<file path="src/rtl/counter_pkg.sv">
// Shared definitions for the counter family.
//   CNT_WRAP / CNT_SAT : bound behaviour selector for the SATURATE parameter
//   CNT_DOWN / CNT_UP  : up_dn encodings
//   clamp_to_max       : limits a load value to the terminal value
package counter_pkg;

  localparam int CNT_WRAP = 0;
  localparam int CNT_SAT  = 1;

  localparam bit CNT_DOWN = 1'b0;
  localparam bit CNT_UP   = 1'b1;

  // Operates on 32-bit values so that one function serves every counter width.
  function automatic logic [31:0] clamp_to_max(input logic [31:0] val,
                                               input logic [31:0] max_val);
    return (val > max_val) ? max_val : val;
  endfunction

endpackage

</file>
<file path="src/rtl/counter_prescaler.sv">
// Enable prescaler: produces a step once every PRESCALE qualified enable cycles.
//   clk     : rising-edge clock
//   rst     : asynchronous active-low reset
//   restart : synchronous return of the prescale count to 0
//   enable  : count request for this cycle
//   step    : high on the enable cycle that completes a prescale period
module counter_prescaler #(
  parameter int PRESCALE = 1
) (
  input  logic clk,
  input  logic rst,
  input  logic restart,
  input  logic enable,
  output logic step
);

  if (PRESCALE == 1) begin : g_bypass
    logic unused_inputs;
    assign unused_inputs = ^{clk, rst, restart};
    assign step          = enable;
  end else begin : g_div
    localparam int W = (PRESCALE > 1) ? $clog2(PRESCALE) : 1;
    localparam logic [W-1:0] LAST = W'(PRESCALE - 1);

    logic [W-1:0] cnt;

    always_ff @(posedge clk or negedge rst) begin
      if (!rst) begin
        cnt <= '0;
      end else if (restart) begin
        cnt <= '0;
      end else if (enable) begin
        cnt <= (cnt == LAST) ? '0 : cnt + W'(1);
      end
    end

    assign step = enable && (cnt == LAST);
  end

endmodule

</file>
<file path="src/rtl/counter_mod_updn.sv">
// Parametrised up/down modulo counter with clear, clamped load, wrap or
// saturate at the bounds, enable prescaler and terminal-count/wrap flags.
//   clk      : rising-edge clock
//   rst      : asynchronous active-low reset
//   clr      : synchronous clear (highest priority), also restarts prescaler
//   load     : synchronous load of load_val (clamped to MAX_VAL), restarts prescaler
//   load_val : value to load
//   enable   : count request
//   up_dn    : 1 counts up, 0 counts down
//   Q        : registered count
//   tc       : combinational, a step this cycle would hit the bound in direction up_dn
//   wrap     : registered one-cycle pulse alongside a wrapped Q
//   zero     : combinational, Q == 0
module counter_mod_updn
  import counter_pkg::*;
#(
  parameter int N        = 8,
  parameter int MAX_VAL  = 2**N - 1,
  parameter int SATURATE = CNT_WRAP,
  parameter int PRESCALE = 1
) (
  input  logic         clk,
  input  logic         rst,
  input  logic         clr,
  input  logic         load,
  input  logic [N-1:0] load_val,
  input  logic         enable,
  input  logic         up_dn,
  output logic [N-1:0] Q,
  output logic         tc,
  output logic         wrap,
  output logic         zero
);

  localparam logic [N-1:0] MAXV = N'(MAX_VAL);

  logic         step;
  logic         at_max;
  logic         at_zero;
  logic         at_bound;
  logic [N-1:0] load_clamped;
  logic [N-1:0] q_nxt;
  logic         wrap_nxt;

  counter_prescaler #(
    .PRESCALE(PRESCALE)
  ) u_prescaler (
    .clk    (clk),
    .rst    (rst),
    .restart(clr | load),
    .enable (enable),
    .step   (step)
  );

  assign at_max       = (Q == MAXV);
  assign at_zero      = (Q == '0);
  assign at_bound     = (up_dn == CNT_UP) ? at_max : at_zero;
  assign load_clamped = N'(clamp_to_max(32'(load_val), 32'(MAXV)));

  // tc deliberately ignores clr/load: it reports the step request, not its outcome.
  assign tc   = step & at_bound;
  assign zero = at_zero;

  always_comb begin
    q_nxt    = Q;
    wrap_nxt = 1'b0;
    if (clr) begin
      q_nxt = '0;
    end else if (load) begin
      q_nxt = load_clamped;
    end else if (step) begin
      if (up_dn == CNT_UP) begin
        if (!at_max) begin
          q_nxt = Q + N'(1);
        end else if (SATURATE == CNT_WRAP) begin
          q_nxt    = '0;
          wrap_nxt = 1'b1;
        end
      end else begin
        if (!at_zero) begin
          q_nxt = Q - N'(1);
        end else if (SATURATE == CNT_WRAP) begin
          q_nxt    = MAXV;
          wrap_nxt = 1'b1;
        end
      end
    end
  end

  always_ff @(posedge clk or negedge rst) begin
    if (!rst) begin
      Q    <= '0;
      wrap <= 1'b0;
    end else begin
      Q    <= q_nxt;
      wrap <= wrap_nxt;
    end
  end

endmodule

</file>
<file path="config.mk">
export PLATFORM = sky130hd
export DESIGN_NAME = counter_mod_updn
export DESIGN_NICKNAME = d
export VERILOG_FILES = /design/src/rtl/counter_pkg.sv /design/src/rtl/counter_prescaler.sv /design/src/rtl/counter_mod_updn.sv
export SDC_FILE = /design/constraint.sdc
export NUM_CORES = 1
export LEC_CHECK = 0
export ABC_AREA = 1
export ABC_CLOCK_PERIOD_IN_PS = 2000
export CAP_MARGIN = 20
export CORE_MARGIN = 4
export CORE_UTILIZATION = 48
export DETAILED_ROUTE_END_ITERATION = 10
export PLACE_DENSITY = 0.81
export SLEW_MARGIN = 25
export SYNTH_ARGS = -nofsm -noshare
export SYNTH_HDL_FRONTEND = slang
export SYNTH_SLANG_ARGS = --single-unit
</file>
<file path="constraint.sdc">
create_clock -name clk -period 2 [get_ports clk]
set_clock_uncertainty 0.15 [all_clocks]
set_input_delay 0.3 -clock clk [delete_from_list [all_inputs] [get_ports clk]]
set_output_delay 0.3 -clock clk [all_outputs]
set_load 0.02 [all_outputs]
</file>
==> flow_metrics.env <==
export IMPL_drc_errors=0
export IMPL_switching_share_pct=40.3
export IMPL_period_minus_slack_ns=2.04
export IMPL_hp_class="in -> async"
export IMPL_grt_util_all_layers_pct=26.4
export IMPL_synth_nets=175
export IMPL_setup_slack_ns=-0.0365
export IMPL_antenna_found_initial=0
export IMPL_period_share_pct=102
export IMPL_setup_worst_path_end_class="primary output"
export IMPL_antennaDiodeCount=0
export IMPL_rsz0062_at_grt="true"
export IMPL_ff2ff_path_depth=11
export IMPL_violations="negative setup slack"
export IMPL_grt_busiest_layer="met2"
export IMPL_io_pins=25
export IMPL_critPathMaxFanout=3
export IMPL_dr_pass1_iters=4
export IMPL_grt_util_met2_pct=49.2
export IMPL_power_switching_uw=319
export IMPL_cts_root_buffer="clkbuf_4"
export IMPL_coreArea_mm2=0.00194
export IMPL_final_cells=234
export IMPL_nets=225
export IMPL_viasPerCell=5.15
export IMPL_gr_total_overflow=0
export IMPL_grt_max_degree=16
export IMPL_die_w_um=53.0
export IMPL_maxCapViolCount=0
export IMPL_r2r_start="Q[1]"
export IMPL_syn_area_um2=972
export IMPL_cts_tree="yes"
export IMPL_clkTransAtPathRegs_ns=0.07
export IMPL_start_util_pct=50.1
export IMPL_grt_pass1_wl_mm=5.32
export IMPL_fillers=149
export IMPL_clk_path_buf_depth=2
export IMPL_insertion_delay_ns=0.28
export IMPL_drive_gt1_share_pct=26.1
export IMPL_p_leak_uw=0.000760
export IMPL_cts_sinks=9
export IMPL_synth_seq_cells=9
export IMPL_grt_pass1_vias=1274
export IMPL_syn_inst=158
export IMPL_ys_types=27
export IMPL_cts_buffers=3
export IMPL_detail_route_antenna_nets=0
export IMPL_pwr_share_comb_pct=52.6
export IMPL_wl_per_cell_um=13.3
export IMPL_via_count=1206
export IMPL_met3_usage_pct=5.63
export IMPL_status="complete, but fails checks"
export IMPL_yosysWarnings=0
export IMPL_cp_startpoint="Q[0]"
export IMPL_hold_buffers=0
export IMPL_setup_viol=1
export IMPL_p_int_uw=472
export IMPL_startpoint_type="flop"
export IMPL_async_reset_ff_share_pct=100
export IMPL_hold_viol=0
export IMPL_timing_rr_end="Q[7]"
export IMPL_post_place_cells=229
export IMPL_crit_arrival_ns=1.59
export IMPL_fp_row_count=16
export IMPL_hpwl_mm=2.45
export IMPL_routed_wl_mm=3.12
export IMPL_rrSetupSlack_ns=0.35
export IMPL_finish_utilization_pct=75.4
export IMPL_relSlewSlack_pct=71.5
export IMPL_ys_seq_area_share_pct=23.2
export IMPL_drtIter0Drc=21
export IMPL_ys_flop_type="dfrtp_1"
export IMPL_avgSynthCellArea_um2=6.15
export IMPL_clockPowerShare_pct=19.1
export IMPL_cp_data_required_time_ns=1.55
export IMPL_htree_levels=1
export IMPL_die_h_um=53.0
export IMPL_seqPwrFrac_pct=28.3
export IMPL_synth_edf_count=0
export IMPL_use_met1_pct=26.1
export IMPL_crit_path_end="tc"
export IMPL_die_area_mm2=0.00281
export IMPL_gp_congestion=0.892
export IMPL_tightest_slew_ns=0.426
export IMPL_worstSetupPathType="reg -> out"
export IMPL_ir_drop_v=0.000387
export IMPL_areaGrowthSynthToFinish_pct=50.6
export IMPL_portBuffers=24
export IMPL_fmax_mhz=491
export IMPL_drv_slew=0
export IMPL_powerDensity_mw_per_mm2=540
[power by group through the flow]
stage	Clock, uW	Sequential, uW	Combinational [uW]
4_1_cts	152	223	410
3_5_place_dp	0	224	394
2_1_floorplan	0	241	202
6_report	151	224	416
3_3_place_gp	0	224	380
5_1_grt	161	227	452
[cell usage after synthesis, types with 2 or more instances]
| cell | number | share of area, % |
|---|---|---|
| nand3_1 | 14 | 7.2 |
| nand3_2 | 2 | 2.1 |
| dfrtp_1 | 9 | 23 |
| inv_1 | 16 | 6.2 |
| o21ai_1 | 5 | 2.6 |
| nor2_8 | 3 | 6.2 |
| nand2_2 | 2 | 1.3 |
| o21ai_0 | 4 | 2.1 |
| buf_4 | 2 | 1.5 |
| ha_1 | 3 | 3.9 |
| nor2_1 | 26 | 10 |
| a21oi_1 | 2 | 1.0 |
| nor2_2 | 2 | 1.3 |
| inv_2 | 2 | 0.77 |
| nand2_1 | 54 | 21 |
[placed cells by master (no fill, tap or decap), types with 2 or more instances in the layout]
cell              n
nand2_1          54
nand3_1          14
buf_4            26
inv_1            14
nor2_2            2
o21ai_0           4
a21oi_1           2
nor2_8            3
clkbuf_4          3
nand2_2           2
dfrtp_2           2
dfrtp_1           7
clkdlybuf4s50_1  21
inv_2             4
o21ai_1           5
nor2_1           25
[critical path: stages (launching register included)]
cell     delay [ns]
dfrtp_1        0.41
inv_2          0.09
ha_4           0.15
nand3_4        0.09
nor2_8         0.14
nor2_8         0.04
a21oi_2        0.13
nand2_1        0.09
inv_1          0.07
buf_6          0.11
[through the flow]
stage               TNS (ns)  area (um2)  power [uW]  worst slack (ns)  hold slack [ns]
global placement      -0.356        1400         603            -0.279            0.470
floorplan                  0         972         443            0.0416           -0.146
global route          -0.126        1460         840            -0.126            0.210
finish               -0.0365        1460         791           -0.0365            0.174
detailed placement    -0.430        1400         619            -0.306            0.477
CTS                  -0.0401        1460         785           -0.0401            0.189
[layer usage]
metal	part of all wire (%)	up-vias	routed length, um
met5	0	-	0
met4	5.4	0	170
met3	6.2	19	194
met2	52	55	1610
met1	37	540	1140
li1	-	592	-
[worst min-delay path by stage]
stage                     start   end  slack, ns  depth (start not counted)
after floorplan             rst  Q[0]      -0.15                          0
after global placement     Q[7]  Q[7]       0.47                          3
after detailed placement    rst  Q[7]       0.48                          1
after CTS                   rst  Q[5]       0.19                          1
after global routing        rst  Q[2]       0.21                          1
final                       rst  Q[5]       0.17                          1
[registers in the layout, summed over array words and instances (netlist names)]
name	cells
Q	8
wrap	1
[layout make-up]
cell class	count	area (um2)	share of cell area, %
multi-input cells	126	674	46.1
repair buffers	50	434	29.7
flip-flops and latches	9	228	15.6
inverters	18	67.6	4.62
well taps	27	33.8	2.31
clock buffers	4	26.3	1.79
[cell families (layout without fill, tap and decap cells)]
group	count (synthesis)	count (layout)	synth area share, %
xor gates and xnor gates	1	1	0.901
buffers and inverters	23	72	10.6
and+or+nand+nor	107	107	52.4
DFF	9	9	23.2
AOI/OAI and AO/OA	15	15	9.14
adders and majority gates	3	3	3.86
[what timing repair did]
| item | CTS | global route |
|---|---|---|
| setup endpoints to repair | 3 | 4 |
| buffers inserted | 0 | 1 |
| pin swaps | 3 | 0 |
| gates resized for setup | 18 | 3 |
No activity file was read; power rests on OpenSTA's default activity.
